===== src/rtl/hazard_fwd_unit_pkg.sv =====
// Shared pipeline definitions for the hazard/forwarding unit: operand-mux select codes,
// register-number width and the per-stage shadow record layouts.
package hazard_fwd_unit_pkg;

  localparam int unsigned REG_W = 5;

  typedef enum logic [1:0] {
    SEL_RF    = 2'b00,
    SEL_MEMWB = 2'b01,
    SEL_EXMEM = 2'b10
  } fwd_sel_e;

  typedef struct packed {
    logic             valid;
    logic [REG_W-1:0] rs;
    logic [REG_W-1:0] rt;
    logic [REG_W-1:0] dst;
    logic             reg_write;
    logic             mem_read;
  } idex_t;

  typedef struct packed {
    logic             valid;
    logic [REG_W-1:0] dst;
    logic             reg_write;
  } stage_t;

  // The youngest producer (EX/MEM) takes priority over MEM/WB.
  function automatic fwd_sel_e pick_sel(input logic exmem_hit, input logic memwb_hit);
    if (exmem_hit) return SEL_EXMEM;
    if (memwb_hit) return SEL_MEMWB;
    return SEL_RF;
  endfunction

endpackage


===== src/rtl/hazard_fwd_unit_fwd_compare.sv =====
// Single source-vs-stage comparator: true when the stage will write a live,
// non-$0 register equal to the source operand.
module fwd_compare
  import hazard_fwd_unit_pkg::*;
(
  input  logic [REG_W-1:0] src,
  input  logic [REG_W-1:0] stage_dst,
  input  logic             stage_valid,
  input  logic             stage_reg_write,
  output logic             match
);

  assign match = stage_valid && stage_reg_write && (stage_dst != '0) && (stage_dst == src);

endmodule


===== src/rtl/hazard_fwd_unit.sv =====
// Hazard detection and operand forwarding for a 5-stage pipeline, driven from
// internal ID/EX, EX/MEM and MEM/WB shadow registers.
module hazard_fwd_unit
  import hazard_fwd_unit_pkg::*;
(
  input  logic             clk,
  input  logic             reset,
  input  logic             id_valid,
  input  logic [REG_W-1:0] id_rs,
  input  logic [REG_W-1:0] id_rt,
  input  logic [REG_W-1:0] id_dst,
  input  logic             id_reg_write,
  input  logic             id_mem_read,
  input  logic             flush,
  output logic [1:0]       fwd_a_sel,
  output logic [1:0]       fwd_b_sel,
  output logic             stall,
  output logic             bubble,
  output logic [15:0]      stall_count
);

  idex_t  idex;
  stage_t exmem;
  stage_t memwb;

  logic a_exmem, a_memwb, b_exmem, b_memwb;
  logic load_use;

  fwd_compare u_cmp_a_exmem (
    .src(idex.rs), .stage_dst(exmem.dst), .stage_valid(exmem.valid),
    .stage_reg_write(exmem.reg_write), .match(a_exmem)
  );
  fwd_compare u_cmp_a_memwb (
    .src(idex.rs), .stage_dst(memwb.dst), .stage_valid(memwb.valid),
    .stage_reg_write(memwb.reg_write), .match(a_memwb)
  );
  fwd_compare u_cmp_b_exmem (
    .src(idex.rt), .stage_dst(exmem.dst), .stage_valid(exmem.valid),
    .stage_reg_write(exmem.reg_write), .match(b_exmem)
  );
  fwd_compare u_cmp_b_memwb (
    .src(idex.rt), .stage_dst(memwb.dst), .stage_valid(memwb.valid),
    .stage_reg_write(memwb.reg_write), .match(b_memwb)
  );

  always_comb begin
    load_use = idex.valid && idex.mem_read && (idex.dst != '0) && id_valid &&
               ((idex.dst == id_rs) || (idex.dst == id_rt));
    stall    = load_use && !flush;
    bubble   = stall;
    // An empty or squashed EX slot keeps the register-file select, so a
    // flushed consumer never appears forwarded.
    fwd_a_sel = idex.valid ? pick_sel(a_exmem, a_memwb) : SEL_RF;
    fwd_b_sel = idex.valid ? pick_sel(b_exmem, b_memwb) : SEL_RF;
  end

  always_ff @(posedge clk or posedge reset) begin
    if (reset) begin
      idex        <= '0;
      exmem       <= '0;
      memwb       <= '0;
      stall_count <= '0;
    end else begin
      idex.valid      <= id_valid && !bubble && !flush;
      idex.rs         <= id_rs;
      idex.rt         <= id_rt;
      idex.dst        <= id_dst;
      idex.reg_write  <= id_reg_write;
      idex.mem_read   <= id_mem_read;
      exmem.valid     <= idex.valid;
      exmem.dst       <= idex.dst;
      exmem.reg_write <= idex.reg_write;
      memwb           <= exmem;
      if (stall && (stall_count != '1)) stall_count <= stall_count + 16'd1;
    end
  end

endmodule


===== config.mk =====
export PLATFORM = sky130hd
export DESIGN_NAME = hazard_fwd_unit
export DESIGN_NICKNAME = d
export VERILOG_FILES = /design/src/rtl/hazard_fwd_unit_pkg.sv /design/src/rtl/hazard_fwd_unit_fwd_compare.sv /design/src/rtl/hazard_fwd_unit.sv
export SDC_FILE = /design/constraint.sdc
export NUM_CORES = 1
export LEC_CHECK = 0
export BUFFER_PORTS_ARGS = -buffer_cell sky130_fd_sc_hd__clkbuf_2
export CAP_MARGIN = 40
export CORE_ASPECT_RATIO = 0.8
export CORE_MARGIN = 2
export CORE_UTILIZATION = 40
export DETAILED_ROUTE_END_ITERATION = 7
export PLACE_DENSITY = 0.58
export SLEW_MARGIN = 15
export SYNTH_ARGS = -nofsm -noshare
export SYNTH_HDL_FRONTEND = slang
export SYNTH_SLANG_ARGS = --single-unit

===== constraint.sdc =====
create_clock -name clk -period 2.65 [get_ports clk]
set_input_delay 0.53 -clock clk [delete_from_list [all_inputs] [get_ports clk]]
set_output_delay 0.53 -clock clk [all_outputs]
set_load 0.1 [all_outputs]

==> flow_summary.yaml <==
worst_setup_path:
  slowest_stage: "or4_4"
  cpPeakStageDelay_ps: 560
  path_delay_family: "simple AND/OR/NAND/NOR gates"
  critPathRequiredTime_ps: 2120
  end_kind: "output pin"
  worst-path-max-fanout: 2
  critPathArrivalTime_ps: 2090
  critPathKind: "register to output pin"
  cp_cell_sequence: "buf_4, xor2_1, or4_4, nor4_4, buf_12"
  path_buf_inv: 2
  startpoint_type: "register"
detailed_routing:
  drt_iter0_drc: 45
  drt-pass1-iter-count: 4
  vias: 1398
  totalWireLength_um: 4210
  ant_nets: 0
  post_drt_via_cell_ratio: 4.99
  wl_per_cell_um: 15.0
  drcViolationCount: 0
floorplan:
  die_h_um: 68.3
  die_w_um: 84.3
  core_sq_mm: 0.00501
  dieArea_sq_mm: 0.00576
  rows: 23
  start_util: 0.413
  io_pins: 43
synth:
  yosysSeqAreaShare: 0.581
  syn_nets: 184
  synth_seq_cells: 48
  avgSynthCellArea_sq_um: 12.8
  synth_top_cell_by_area: "dfrtp_1"
  synth_top_area_share: 0.581
  synth.cell_area_sq_mm: 0.00207
  syn_inst: 162
  synth_cell_types: 31
  netlist_top_cells_area: "dfrtp_1, xnor2_1, xor2_1"
  yosys_warnings: 0
status:
  outcome: "completed"
final_layout:
  seq_area_sq_mm: 0.00120
  stdcell_area_sq_mm: 0.00267
  drive_gt1_frac: 0.339
  final_common_cell: "dfrtp_1"
  syn_to_final_growth_pct: 29.0
  antenna_cells: 0
  n_fill_cell: 428
  post-route-util: 0.532
  multiInputGateArea_sq_um: 885
  fin_nets: 239
  final_cell_mix: "dfrtp_1, clkbuf_2, xnor2_1, nand3_1, xor2_1"
cts:
  cts_buffer_depth: 2
  cts_root_buf: "clkbuf_8"
  cts.htree.levels: 2
  path_clk_slew_ps: 90
  clock-sinks: 48
  clk_latency_ps: 300
  cts_tree: "yes"
  numCtsBuffers: 5
grt:
  grt_usage: 0.158
  grt_max_degree: 36
  gr-total-overflow: 0
  grt_pass1_vias: 1376
  grt_pass1_wl_um: 6840
  grt_antenna_before_repair: 0
placed_design:
  pre_cts_slack_ps: 304
  place_area_sq_mm: 0.00248
  hpwl_um: 3230
  place_congestion: 0.847
  port_buffers: 42
sta:
  min_period_ps: 2620
  relSlewSlack: 0.522
  rsz0062_at_grt: "true"
  worst_pin_slew_ps: 710
  fmax_ghz: 0.382
  hold_violations: 0
  setup_viol_count_final: 0
  finalClockSkew_ps: 8.80
  timing.final.ws_setup_ps: 29.4
  drv_slew: 0
  post-route-period-util: 0.989
  holdWs_ps: 144
pwr:
  vdd_ir_drop_max_mv: 0.297
  cellPowerDensity_mw_per_mm2: 580
  finalPower_uw: 1550
  leakagePower_uw: 0.00117
flow_run:
  cap_violations: 0
worst_hold_path:
  hold_class: "input pin to async pin"
[final cells by class]
class                      instances  share of cell area
sequential                        48               0.451
clock inverter                     3              0.0258
timing repair buffer              50               0.135
clock buffer                       5              0.0258
multi-input combinational        111               0.332
tap                               62              0.0291
inverter                           1             0.00141
[metal layers]
| metal | part of all wire | routed length, um | vias up | GRT usage |
|---|---|---|---|---|
| met5 | 0 | 0 | - | 0 |
| met4 | 0.0097 | 41 | 0 | 0.0476 |
| met3 | 0.052 | 218 | 4 | 0.0507 |
| met2 | 0.45 | 1900 | 36 | 0.244 |
| met1 | 0.49 | 2050 | 690 | 0.216 |
| li1 | - | - | 668 | - |
[final timing paths]
path,startpoint,slack (ps),cells after the start,endpoint
max in group asynchronous,reset,1760,3,idex[12]$_DFF_PP0_
max,memwb[4]$_DFF_PP0_,30,5,fwd_a_sel[0]
max reg2reg,idex[3]$_DFF_PP0_,690,6,stall_count[1]$_DFFE_PP0P_
min in group clk,id_dst[4],330,1,idex[6]$_DFF_PP0_
min reg2reg,idex[1]$_DFF_PP0_,360,0,exmem[0]$_DFF_PP0_
min,reset,140,2,exmem[0]$_DFF_PP0_
[power breakdown]
part / internal (uW) / leakage [uW] / switching (uW)
logic: 55.0 / 0.000502 / 74.9
clock network: 380 / 0.0000687 / 248
registers: 759 / 0.000600 / 28.9
[kinds of logic after synthesis]
group / share of synthesized area
AOI/OAI and AO/OA: 0.0291
buffers and inverters: 0.00787
adders and majority gates: 0.00606
DFF: 0.581
muxes: 0.00727
and+or+nand+nor: 0.177
xor gates and xnor gates: 0.191
[worst reg2reg max path, delay by kind of cell (launching register included)]
kind | cells | cell delay (ps)
AO/OA/AOI/OAI | 1 | 210
buffers and inverters | 1 | 180
flip-flops | 1 | 440
multiplexers | 1 | 290
AND/OR/NAND/NOR | 3 | 750
[what timing repair did]
action                     CTS  global route
setup buffers                4             1
hold buffers                 0             0
setup endpoints to repair    1             6
resized for setup            2             0
pin swaps                    1             2
[state kept, by name, indices dropped and copies added, names as in the netlist]
signal,count
idex,18
stall_count,16
exmem,7
memwb,7
[through the flow]
| step | instances | setup TNS (ps) |
|---|---|---|
| after CTS | 279 | 0 |
| after detailed placement | 267 | 0 |
| after global routing | 280 | -127 |
| after global placement | 267 | 0 |
| final | 280 | 0 |
| after floorplan | 162 | -210 |
[synth_stat cells, drive strengths merged]
library cell and number:
dfrtp 48, xnor2 33, nand3 13, xor2 12, nand2 9, nand4 7
nor4 6, nor2 4, nor3 4, or4 4, and2 3, and3 3
and2b 2, buf 2, o2111ai 2, and4 1, ha 1, inv 1
mux2 1, nand4b 1, nor2b 1, o211ai 1, o21ai 1, o22ai 1
or2 1
(Power assumes the default switching activity.)
